$ cat src/rtl/pipe_ctrl.sv
// Central stall/flush sequencer for the 5-stage pipeline.
// Arbitrates load-use, divide, data-memory wait and exception requests.
// Times multi-cycle divides and memory waits with a small FSM.
// Drives the per-stage hold vector, a one-cycle flush with redirect PC, and bus-error pulses.
module pipe_ctrl #(
    parameter int unsigned DIV_CYCLES  = 8,
    parameter int unsigned MEM_TIMEOUT = 16
) (
    input  logic        clk,
    input  logic        rst,
    input  logic        idStallReq,
    input  logic        exDivStart,
    input  logic        memReq,
    input  logic        memAck,
    input  logic        excReq,
    input  logic [31:0] excVector,
    output logic [5:0]  stall,
    output logic        flush,
    output logic [31:0] newPC,
    output logic        divDone,
    output logic        busErr,
    output logic [31:0] stallCount
);

    typedef enum logic [1:0] {StRun, StDiv, StMem} state_e;

    localparam logic [7:0] DivInit    = 8'(DIV_CYCLES - 1);
    localparam logic [7:0] MemTimeout = 8'(MEM_TIMEOUT);

    localparam logic [5:0] StallId  = 6'b000111;
    localparam logic [5:0] StallEx  = 6'b001111;
    localparam logic [5:0] StallMem = 6'b011111;

    state_e      r_state;
    logic [7:0]  r_cnt;
    logic [7:0]  r_timer;
    logic        r_flush;
    logic [31:0] r_new_pc;
    logic        r_bus_err;
    logic [31:0] r_stall_count;

    state_e      w_state_d;
    logic [7:0]  w_cnt_d;
    logic [7:0]  w_timer_d;
    logic [5:0]  w_stall;
    logic        w_div_done;
    logic        w_flush_d;
    logic        w_bus_err_d;

    // Next-state, stall vector and divide-done decode; nothing is sampled during a flush cycle.
    always_comb begin
        w_state_d   = r_state;
        w_cnt_d     = r_cnt;
        w_timer_d   = r_timer;
        w_stall     = 6'b000000;
        w_div_done  = 1'b0;
        w_flush_d   = 1'b0;
        w_bus_err_d = 1'b0;
        if (!r_flush) begin
            case (r_state)
                StRun: begin
                    if (excReq) begin
                        w_flush_d = 1'b1;
                    end else if (memReq) begin
                        if (!memAck) begin
                            w_stall   = StallMem;
                            w_state_d = StMem;
                            w_timer_d = 8'd1;
                        end
                    end else if (exDivStart) begin
                        w_stall   = StallEx;
                        w_state_d = StDiv;
                        w_cnt_d   = DivInit;
                    end else if (idStallReq) begin
                        w_stall = StallId;
                    end
                end
                StDiv: begin
                    if (excReq) begin
                        // Abort the divide: no divDone for it.
                        w_flush_d = 1'b1;
                        w_state_d = StRun;
                    end else if (r_cnt != 8'd1) begin
                        w_stall = StallEx;
                        w_cnt_d = r_cnt - 8'd1;
                    end else begin
                        w_div_done = 1'b1;
                        w_state_d  = StRun;
                    end
                end
                StMem: begin
                    if (excReq) begin
                        w_flush_d = 1'b1;
                        w_state_d = StRun;
                    end else if (memAck) begin
                        // An ack in the timeout cycle still wins over the bus error.
                        w_state_d = StRun;
                    end else if (r_timer < MemTimeout) begin
                        w_stall   = StallMem;
                        w_timer_d = r_timer + 8'd1;
                    end else begin
                        w_flush_d   = 1'b1;
                        w_bus_err_d = 1'b1;
                        w_state_d   = StRun;
                    end
                end
                default: w_state_d = StRun;
            endcase
        end
    end

    // Combinational outputs are forced low while reset is asserted.
    assign stall      = rst ? w_stall : 6'b000000;
    assign divDone    = rst ? w_div_done : 1'b0;
    assign flush      = r_flush;
    assign newPC      = r_new_pc;
    assign busErr     = r_bus_err;
    assign stallCount = r_stall_count;

    // FSM state, timers, registered flush/redirect/bus-error and the saturating stall counter.
    always_ff @(posedge clk or negedge rst) begin
        if (!rst) begin
            r_state       <= StRun;
            r_cnt         <= 8'd0;
            r_timer       <= 8'd0;
            r_flush       <= 1'b0;
            r_new_pc      <= 32'h0;
            r_bus_err     <= 1'b0;
            r_stall_count <= 32'h0;
        end else begin
            r_state   <= w_state_d;
            r_cnt     <= w_cnt_d;
            r_timer   <= w_timer_d;
            r_flush   <= w_flush_d;
            r_new_pc  <= w_flush_d ? excVector : 32'h0;
            r_bus_err <= w_bus_err_d;
            if ((w_stall != 6'b000000) && (r_stall_count != 32'hFFFF_FFFF)) begin
                r_stall_count <= r_stall_count + 32'd1;
            end
        end
    end

endmodule
$ cat config.mk
export PLATFORM = sky130hd
export DESIGN_NAME = pipe_ctrl
export DESIGN_NICKNAME = d
export VERILOG_FILES = /design/src/rtl/pipe_ctrl.sv
export SDC_FILE = /design/constraint.sdc
export NUM_CORES = 1
export LEC_CHECK = 0
export CORE_ASPECT_RATIO = 0.75
export CORE_MARGIN = 2
export CORE_UTILIZATION = 47
export CTS_CLUSTER_DIAMETER = 50
export DETAILED_ROUTE_END_ITERATION = 12
export PLACE_DENSITY = 0.8
export SLEW_MARGIN = 20
export SYNTH_ARGS = -nofsm -noshare
export SYNTH_HDL_FRONTEND = slang
export SYNTH_SLANG_ARGS = --single-unit
$ cat constraint.sdc
create_clock -name clk -period 3.2 [get_ports clk]
set_clock_uncertainty 0.1 [all_clocks]
set_input_delay 0.32 -clock clk [delete_from_list [all_inputs] [get_ports clk]]
set_output_delay 0.32 -clock clk [all_outputs]
set_load 0.005 [all_outputs]
==> results of run 1 <==
==> worst max-delay path: cells and delay by family (launching register included) <==
family,cells,cell delay (ns)
and+or+nand+nor,1,0.49
DFF,1,0.41
adders and majority gates,1,0.13
buffers and inverters,2,0.56
AOI/OAI and AO/OA,3,0.65
==> power by group <==
part	internal (mW)	switching, mW	leakage (nW)
clock	0.376	0.407	0.107
sequential	1.17	0.127	1.11
combinational	0.359	0.303	1.14
==> state kept, by name, indices dropped and copies added (netlist names) <==
| signal | count |
|---|---|
| flush | 1 |
| stallCount | 32 |
| newPC | 32 |
| r_timer | 8 |
| r_state | 2 |
| busErr | 1 |
| r_cnt | 8 |
==> final cells by class <==
type | count | share of cell area [%]
clock buffer | 9 | 2.412
multi-input combinational | 235 | 29.26
timing repair buffer | 119 | 22.76
inverter | 8 | 0.5848
tap | 101 | 2.461
clock inverter | 7 | 1.584
sequential | 84 | 40.94
==> worst max-delay path by stage <==
| stage | startpoint | depth (start not counted) | endpoint | slack (ns) |
|---|---|---|---|---|
| final | r_cnt[1] | 7 | stall[0] | 0.19 |
| after global routing | r_cnt[1] | 7 | stall[1] | 0.05 |
| after CTS | r_cnt[1] | 7 | stall[0] | 0.18 |
| after detailed placement | excReq | 6 | stall[0] | 0.33 |
| after global placement | excReq | 6 | stall[0] | 0.41 |
| after floorplan | r_cnt[1] | 8 | stallCount[1] | 0.87 |
==> repair_timing <==
| item | CTS | global route |
|---|---|---|
| resized for setup | 0 | 0 |
| endpoints found under the hold margin | 16 | 0 |
| hold buffers | 1 | 0 |
==> cell usage in the layout (no fill, tap or decap), drive strengths merged, types with 2 or more instances in the layout <==
cell type,n
nor4,9
nand3,18
inv,13
xnor2,5
nand4,12
o21ai,7
nor3,16
and4,3
a21o,4
dfrtp,84
a41oi,2
nor2b,4
nand2,21
ha,4
buf,9
and2,34
or3b,3
and3,3
clkbuf,9
nand2b,2
xor2,33
o21a,3
a31oi,4
nor2,36
clkdlybuf4s50,109
==> per-layer routing <==
metal	up-vias	GRT usage (%)	wire length (um)
li1	1390	-	-
met1	1331	24.99	3432
met2	111	32.44	3797
met3	8	8.347	699
met4	0	5.658	95
met5	-	0	0
==> logic make-up after synthesis <==
family,count (synthesis),synth area share (%)
buffers and inverters,18,2.540
AND/OR/NAND/NOR,166,24.38
XOR/XNOR,38,9.008
AO/OA/AOI/OAI,24,5.046
adder cells (fa/ha/maj),4,1.355
flip-flops,84,56.89
other,1,0.1015
multiplexers,2,0.6772
==> per-stage QoR <==
step | setup slack, ns | total power [mW] | instances
floorplan | 0.8677 | 1.664 | 337
global placement | 0.4079 | 1.959 | 546
detailed placement | 0.3338 | 1.983 | 546
CTS | 0.1765 | 2.779 | 563
global route | 0.05445 | 2.908 | 563
finish | 0.1928 | 2.742 | 563
==> insert_results.sql, run 1 <==
INSERT INTO impl_metrics (metric_group, metric, value, unit) VALUES
('status', 'status', 'finished clean', ''),
('route', 'drc_errors', '0', ''),
('critical_path', 'cp_data_required_time', '2.78', 'ns'),
('sta', 'fin_crit', '3.007', 'ns'),
('route', 'wl', '8.024', 'mm'),
('route', 'vias', '2840', ''),
('hold_path', 'min_path_type', 'input port to asynchronous set/reset pin', ''),
('synth', 'cell_with_the_most_instances_after_synthesis', 'sky130_fd_sc_hd__dfrtp_1', ''),
('floorplanning', 'fp.coreArea', '7466', 'um2'),
('finish', 'multiInputGateArea', '1503', 'um2'),
('sta', 'hold_viol', '0', ''),
('critical_path', 'regToRegEndpoint', 'stallCount[1]', ''),
('finish', 'diodes_inserted', '0', ''),
('sta', 'timing.final.max_slew_violations', '0', ''),
('synth', 'postSynthRegisterBits', '84', ''),
('sta', 'final.setup.tns', '0', 'ns'),
('global_route', 'track_usage', '20.01', '%'),
('floorplanning', 'die_footprint', '8594', 'um2'),
('run', 'cap_violations', '0', ''),
('clock_tree', 'clk_transition_reported_paths', '0.09', 'ns'),
('floorplanning', 'row_count', '27', ''),
('power', 'power.ir.vdd_worst', '335.1', 'uV'),
('sta', 'fmax', '332.5', 'MHz'),
('floorplanning', 'die_width', '106.4', 'um'),
('clock_tree', 'insertion_delay', '0.35', 'ns'),
('route', 'drtAntennaViolNets', '0', ''),
('sta', 'timing_worst_slew_pin_value', '0.7425', 'ns'),
('critical_path', 'worstSetupEndpointType', 'primary output', ''),
('synth', 'yosysTopAreaCell', 'sky130_fd_sc_hd__dfrtp_1', ''),
('sta', 'grt_setup_unrepaired', 'no', ''),
('clock_tree', 'postCtsSetupBuffers', '0', ''),
('critical_path', 'critical-path-slowest-cell', 'sky130_fd_sc_hd__or3b_2', ''),
('synth', 'share_of_async_settable_or_async_resettable_flops_after_synthesis', '100.0', '%'),
('synth', 'synth_commonest_cells', '84 x sky130_fd_sc_hd__dfrtp_1, 36 x sky130_fd_sc_hd__nor2_1, 34 x sky130_fd_sc_hd__and2_1', ''),
('synth', 'netlist_area', '3695', 'um2'),
('power', 'power_density', '534.0', 'nW/um2'),
('synth', 'ys.flop_type', 'sky130_fd_sc_hd__dfrtp_1', ''),
('power', 'p_leak', '2.361', 'nW'),
('clock_tree', 'cts_max_level', '3', ''),
('clock_tree', 'root_buffer', 'sky130_fd_sc_hd__clkbuf_8', ''),
('critical_path', 'reg2reg_depth', '8', ''),
('global_route', 'grt_start_max_net_pins', '38', ''),
('synth', 'postSynthCellCount', '337', ''),
('global_route', 'grt_overflow_total', '0', ''),
('critical_path', 'timing.critical_path.arrival', '2.59', 'ns'),
('finish', 'synthToLayoutAreaGrowth', '38.98', '%'),
('finish', 'number_of_fill_cells_in_the_layout', '554', ''),
('critical_path', 'worst_path_largest_cell_delay', '0.49', 'ns'),
('floorplanning', 'fp.dieH', '80.79', 'um'),
('global_route', 'grt_first_pass_wirelength', '13.31', 'mm'),
('floorplanning', 'initial_utilization', '49.49', '%'),
('clock_tree', 'clockBufferDepth', '2', ''),
('floorplanning', 'ios', '112', ''),
('route', 'routed_via_density', '5.044', ''),
('placed_design', 'gp_congestion', '0.8685', ''),
('critical_path', 'critPathLaunchType', 'flop', ''),
('synth', 'seq_total_area_yosys', '56.89', '%'),
('clock_tree', 'cts_inserted_buffers', '9', ''),
('critical_path', 'critical_path.max_fanout', '3', ''),
('global_route', 'initial_antenna_violation_count', '0', ''),
('synth', 'number_of_nets_produced_by_synthesis', '380', ''),
('finish', 'number_of_nets_in_the_final_layout', '500', ''),
('synth', 'synthesis.yosys.warnings', '0', ''),
('clock_tree', 'cts_tree', 'built', ''),
('sta', 'slew_headroom', '50.05', '%'),
('synth', 'synth.top_cell.area_share', '56.89', '%'),
('critical_path', 'kind_of_critical_path', 'flop to primary output', ''),
('route', 'first_iter_violations', '92', ''),
('clock_tree', 'clock_sink_count', '84', ''),
('synth', 'syn_area_per_cell', '10.96', 'um2'),
('placed_design', 'hpwl', '5.919', 'mm');
Power figures use the tool's default switching activity.
==> inputs of run 2 (changes only) <==
Settings changed: PLACE_DENSITY 0.8 to not set, PLACE_DENSITY_LB_ADDON set to 0.08.
==> insert_results.sql, run 2 (same netlist as run 1, synthesis figures left out) <==
INSERT INTO impl_metrics (metric_group, metric, value, unit) VALUES
('status', 'status', 'finished clean', ''),
('clock_tree', 'insertion_delay', '0.35', 'ns'),
('global_route', 'grt_overflow_total', '0', ''),
('floorplanning', 'initial_utilization', '49.49', '%'),
('clock_tree', 'root_buffer', 'sky130_fd_sc_hd__clkbuf_8', ''),
('sta', 'timing.final.max_slew_violations', '0', ''),
('sta', 'fmax', '337.7', 'MHz'),
('sta', 'slew_headroom', '49.67', '%'),
('placed_design', 'place.port_buffers', '110', ''),
('critical_path', 'critPathLaunchType', 'flop', ''),
('finish', 'diodes_inserted', '0', ''),
('finish', 'mostFrequentLayoutCell', 'sky130_fd_sc_hd__clkdlybuf4s50_1', ''),
('placed_design', 'dpl_cell_area', '4927', 'um2'),
('hold_path', 'min_path_type', 'input port to asynchronous set/reset pin', ''),
('clock_tree', 'postCtsSetupBuffers', '0', ''),
('critical_path', 'worst_path_largest_cell_delay', '0.48', 'ns'),
('clock_tree', 'clockBufferDepth', '2', ''),
('placed_design', 'hpwl', '5.932', 'mm'),
('critical_path', 'critical_path.max_fanout', '3', ''),
('route', 'dr.pass1.iters', '4', ''),
('finish', 'number_of_nets_in_the_final_layout', '501', ''),
('route', 'drc_errors', '0', ''),
('sta', 'grt_setup_unrepaired', 'no', ''),
('finish', 'multiInputGateArea', '1503', 'um2'),
('global_route', 'track_usage', '20.10', '%'),
('route', 'avgRoutedWirePerCell', '14.40', 'um'),
('finish', 'final_cell_area', '5169', 'um2'),
('sta', 'fin_crit', '2.961', 'ns'),
('run', 'cap_violations', '0', ''),
('critical_path', 'timing.critical_path.arrival', '2.54', 'ns'),
('sta', 'hold_viol', '0', ''),
('critical_path', 'kind_of_critical_path', 'flop to primary output', ''),
('clock_tree', 'cts_tree', 'built', ''),
('global_route', 'grt_start_max_net_pins', '63', ''),
('sta', 'timing_worst_slew_pin_value', '0.7549', 'ns'),
('critical_path', 'worstSetupStartpoint', 'r_cnt[1]', ''),
('finish', 'synthToLayoutAreaGrowth', '39.89', '%'),
('critical_path', 'cp_top_family', 'compound AO/OA/AOI/OAI gates', ''),
('power', 'power_density', '545.4', 'nW/um2'),
('route', 'first_iter_violations', '194', ''),
('clock_tree', 'clk_transition_reported_paths', '0.09', 'ns'),
('finish', 'seq_area', '2102', 'um2'),
('floorplanning', 'ios', '112', ''),
('critical_path', 'worstSetupEndpointType', 'primary output', ''),
('critical_path', 'critical-path-slowest-cell', 'sky130_fd_sc_hd__or3b_2', ''),
('global_route', 'grt_first_pass_wirelength', '13.30', 'mm'),
('power', 'power.ir.vdd_worst', '303.7', 'uV'),
('critical_path', 'crit-reg2reg-launch', 'r_state[1]', ''),
('critical_path', 'worstPathBufferInverterCount', '2', ''),
('clock_tree', 'clock_sink_count', '84', ''),
('power', 'p_leak', '2.373', 'nW'),
('global_route', 'grt_pass1_vias', '2778', ''),
('finish', 'number_of_fill_cells_in_the_layout', '597', ''),
('placed_design', 'gp_congestion', '0.8229', ''),
('route', 'drtAntennaViolNets', '0', ''),
('floorplanning', 'die_width', '106.4', 'um'),
('critical_path', 'cp_data_required_time', '2.78', 'ns'),
('floorplanning', 'die_footprint', '8594', 'um2'),
('critical_path', 'crit_chain', 'inv_1 -> ha_1 -> or3b_2 -> o211ai_2 -> a31oi_2 -> o21a_1 -> clkdlybuf4s50_1', ''),
('finish', 'most_frequent_cells_in_the_layout', '109 x sky130_fd_sc_hd__clkdlybuf4s50_1, 84 x sky130_fd_sc_hd__dfrtp_1, 36 x sky130_fd_sc_hd__nor2_1', ''),
('critical_path', 'r2r_slack', '0.65', 'ns'),
('floorplanning', 'row_count', '27', ''),
('finish', 'drive_above_1_share', '8.423', '%'),
('route', 'routed_via_density', '5.094', ''),
('clock_tree', 'cts_inserted_buffers', '9', ''),
('route', 'vias', '2873', ''),
('sta', 'final.setup.tns', '0', 'ns'),
('global_route', 'initial_antenna_violation_count', '0', ''),
('sta', 'setup_viol', '0', ''),
('floorplanning', 'fp.dieH', '80.79', 'um'),
('sta', 'period_share', '92.54', '%'),
('clock_tree', 'cts_max_level', '3', ''),
('floorplanning', 'fp.coreArea', '7466', 'um2'),
('route', 'wl', '8.122', 'mm');
[run 2: cell count changes in the layout (fill, tap and decap cells not counted)]
| cell | previous run | this run |
|---|---|---|
| sky130_fd_sc_hd__inv_6 | 4 | 2 |
| sky130_fd_sc_hd__buf_4 | 9 | 10 |
| sky130_fd_sc_hd__bufinv_16 | 1 | 2 |
| sky130_fd_sc_hd__clkbuf_8 | 9 | 10 |
| sky130_fd_sc_hd__clkinv_2 | 1 | 0 |
| sky130_fd_sc_hd__clkinv_4 | 0 | 1 |
| sky130_fd_sc_hd__clkinvlp_4 | 0 | 1 |
| sky130_fd_sc_hd__inv_8 | 1 | 0 |
[run 2: timing repair]
item / CTS / global route
endpoints found under the hold margin: 22 / 0
setup endpoints to repair: 0 / 0
gates resized for setup: 0 / 0
hold buffers: 1 / 0
[run 2: area by class of cell]
type	count	area share [%]
Sequential cell	84	40.67
Multi-Input combinational cell	235	29.07
Timing Repair Buffer	120	22.75
Clock buffer	10	2.663
Tap cell	101	2.445
Clock inverter	6	1.816
Inverter	8	0.5810
[run 2: per-stage QoR]
step	setup slack, ns	std cells	util [%]	hold WS (ns)	total power, mW
final	0.2386	564	69.23	0.3102	2.819
after global routing	0.06570	564	69.23	0.3432	2.991
after CTS	0.2178	564	69.23	0.3080	2.857
after detailed placement	0.3957	547	66.00	0.1490	1.990
after global placement	0.4943	547	66.00	0.1464	1.973
after floorplan	0.8677	337	-	-0.07559	1.664
[run 2: metal layers]
layer	wire length, um	GRT usage, %	vias to the layer above	part of all wire [%]
li1	-	-	1380	-
met3	858	10.59	8	11
met1	3572	26.65	1372	44
met2	3599	29.23	113	44
met4	93	5.000	0	1.1
met5	0	0	-	0
[run 2: report_power, final]
group | switching, mW | internal, mW
clock | 0.386 | 0.468
sequential | 0.127 | 1.17
combinational | 0.302 | 0.365
total | 0.815 | 2.00
[run 2: final timing paths]
path / endpoint / cells after the start
setup / recovery: stall[2] / 7
hold / removal: flush / 2
setup reg to reg: stallCount[19] / 7
hold reg to reg: stallCount[23] / 1
max in group asynchronous: r_timer[1] / 3
min in group clk: stallCount[23] / 1
==> inputs of run 3 (changes only) <==
Settings changed: ABC_CLOCK_PERIOD_IN_PS set to 3200.
==> results of run 3 <==
The final DEF is identical to that of run 2; final timing and power are the same.
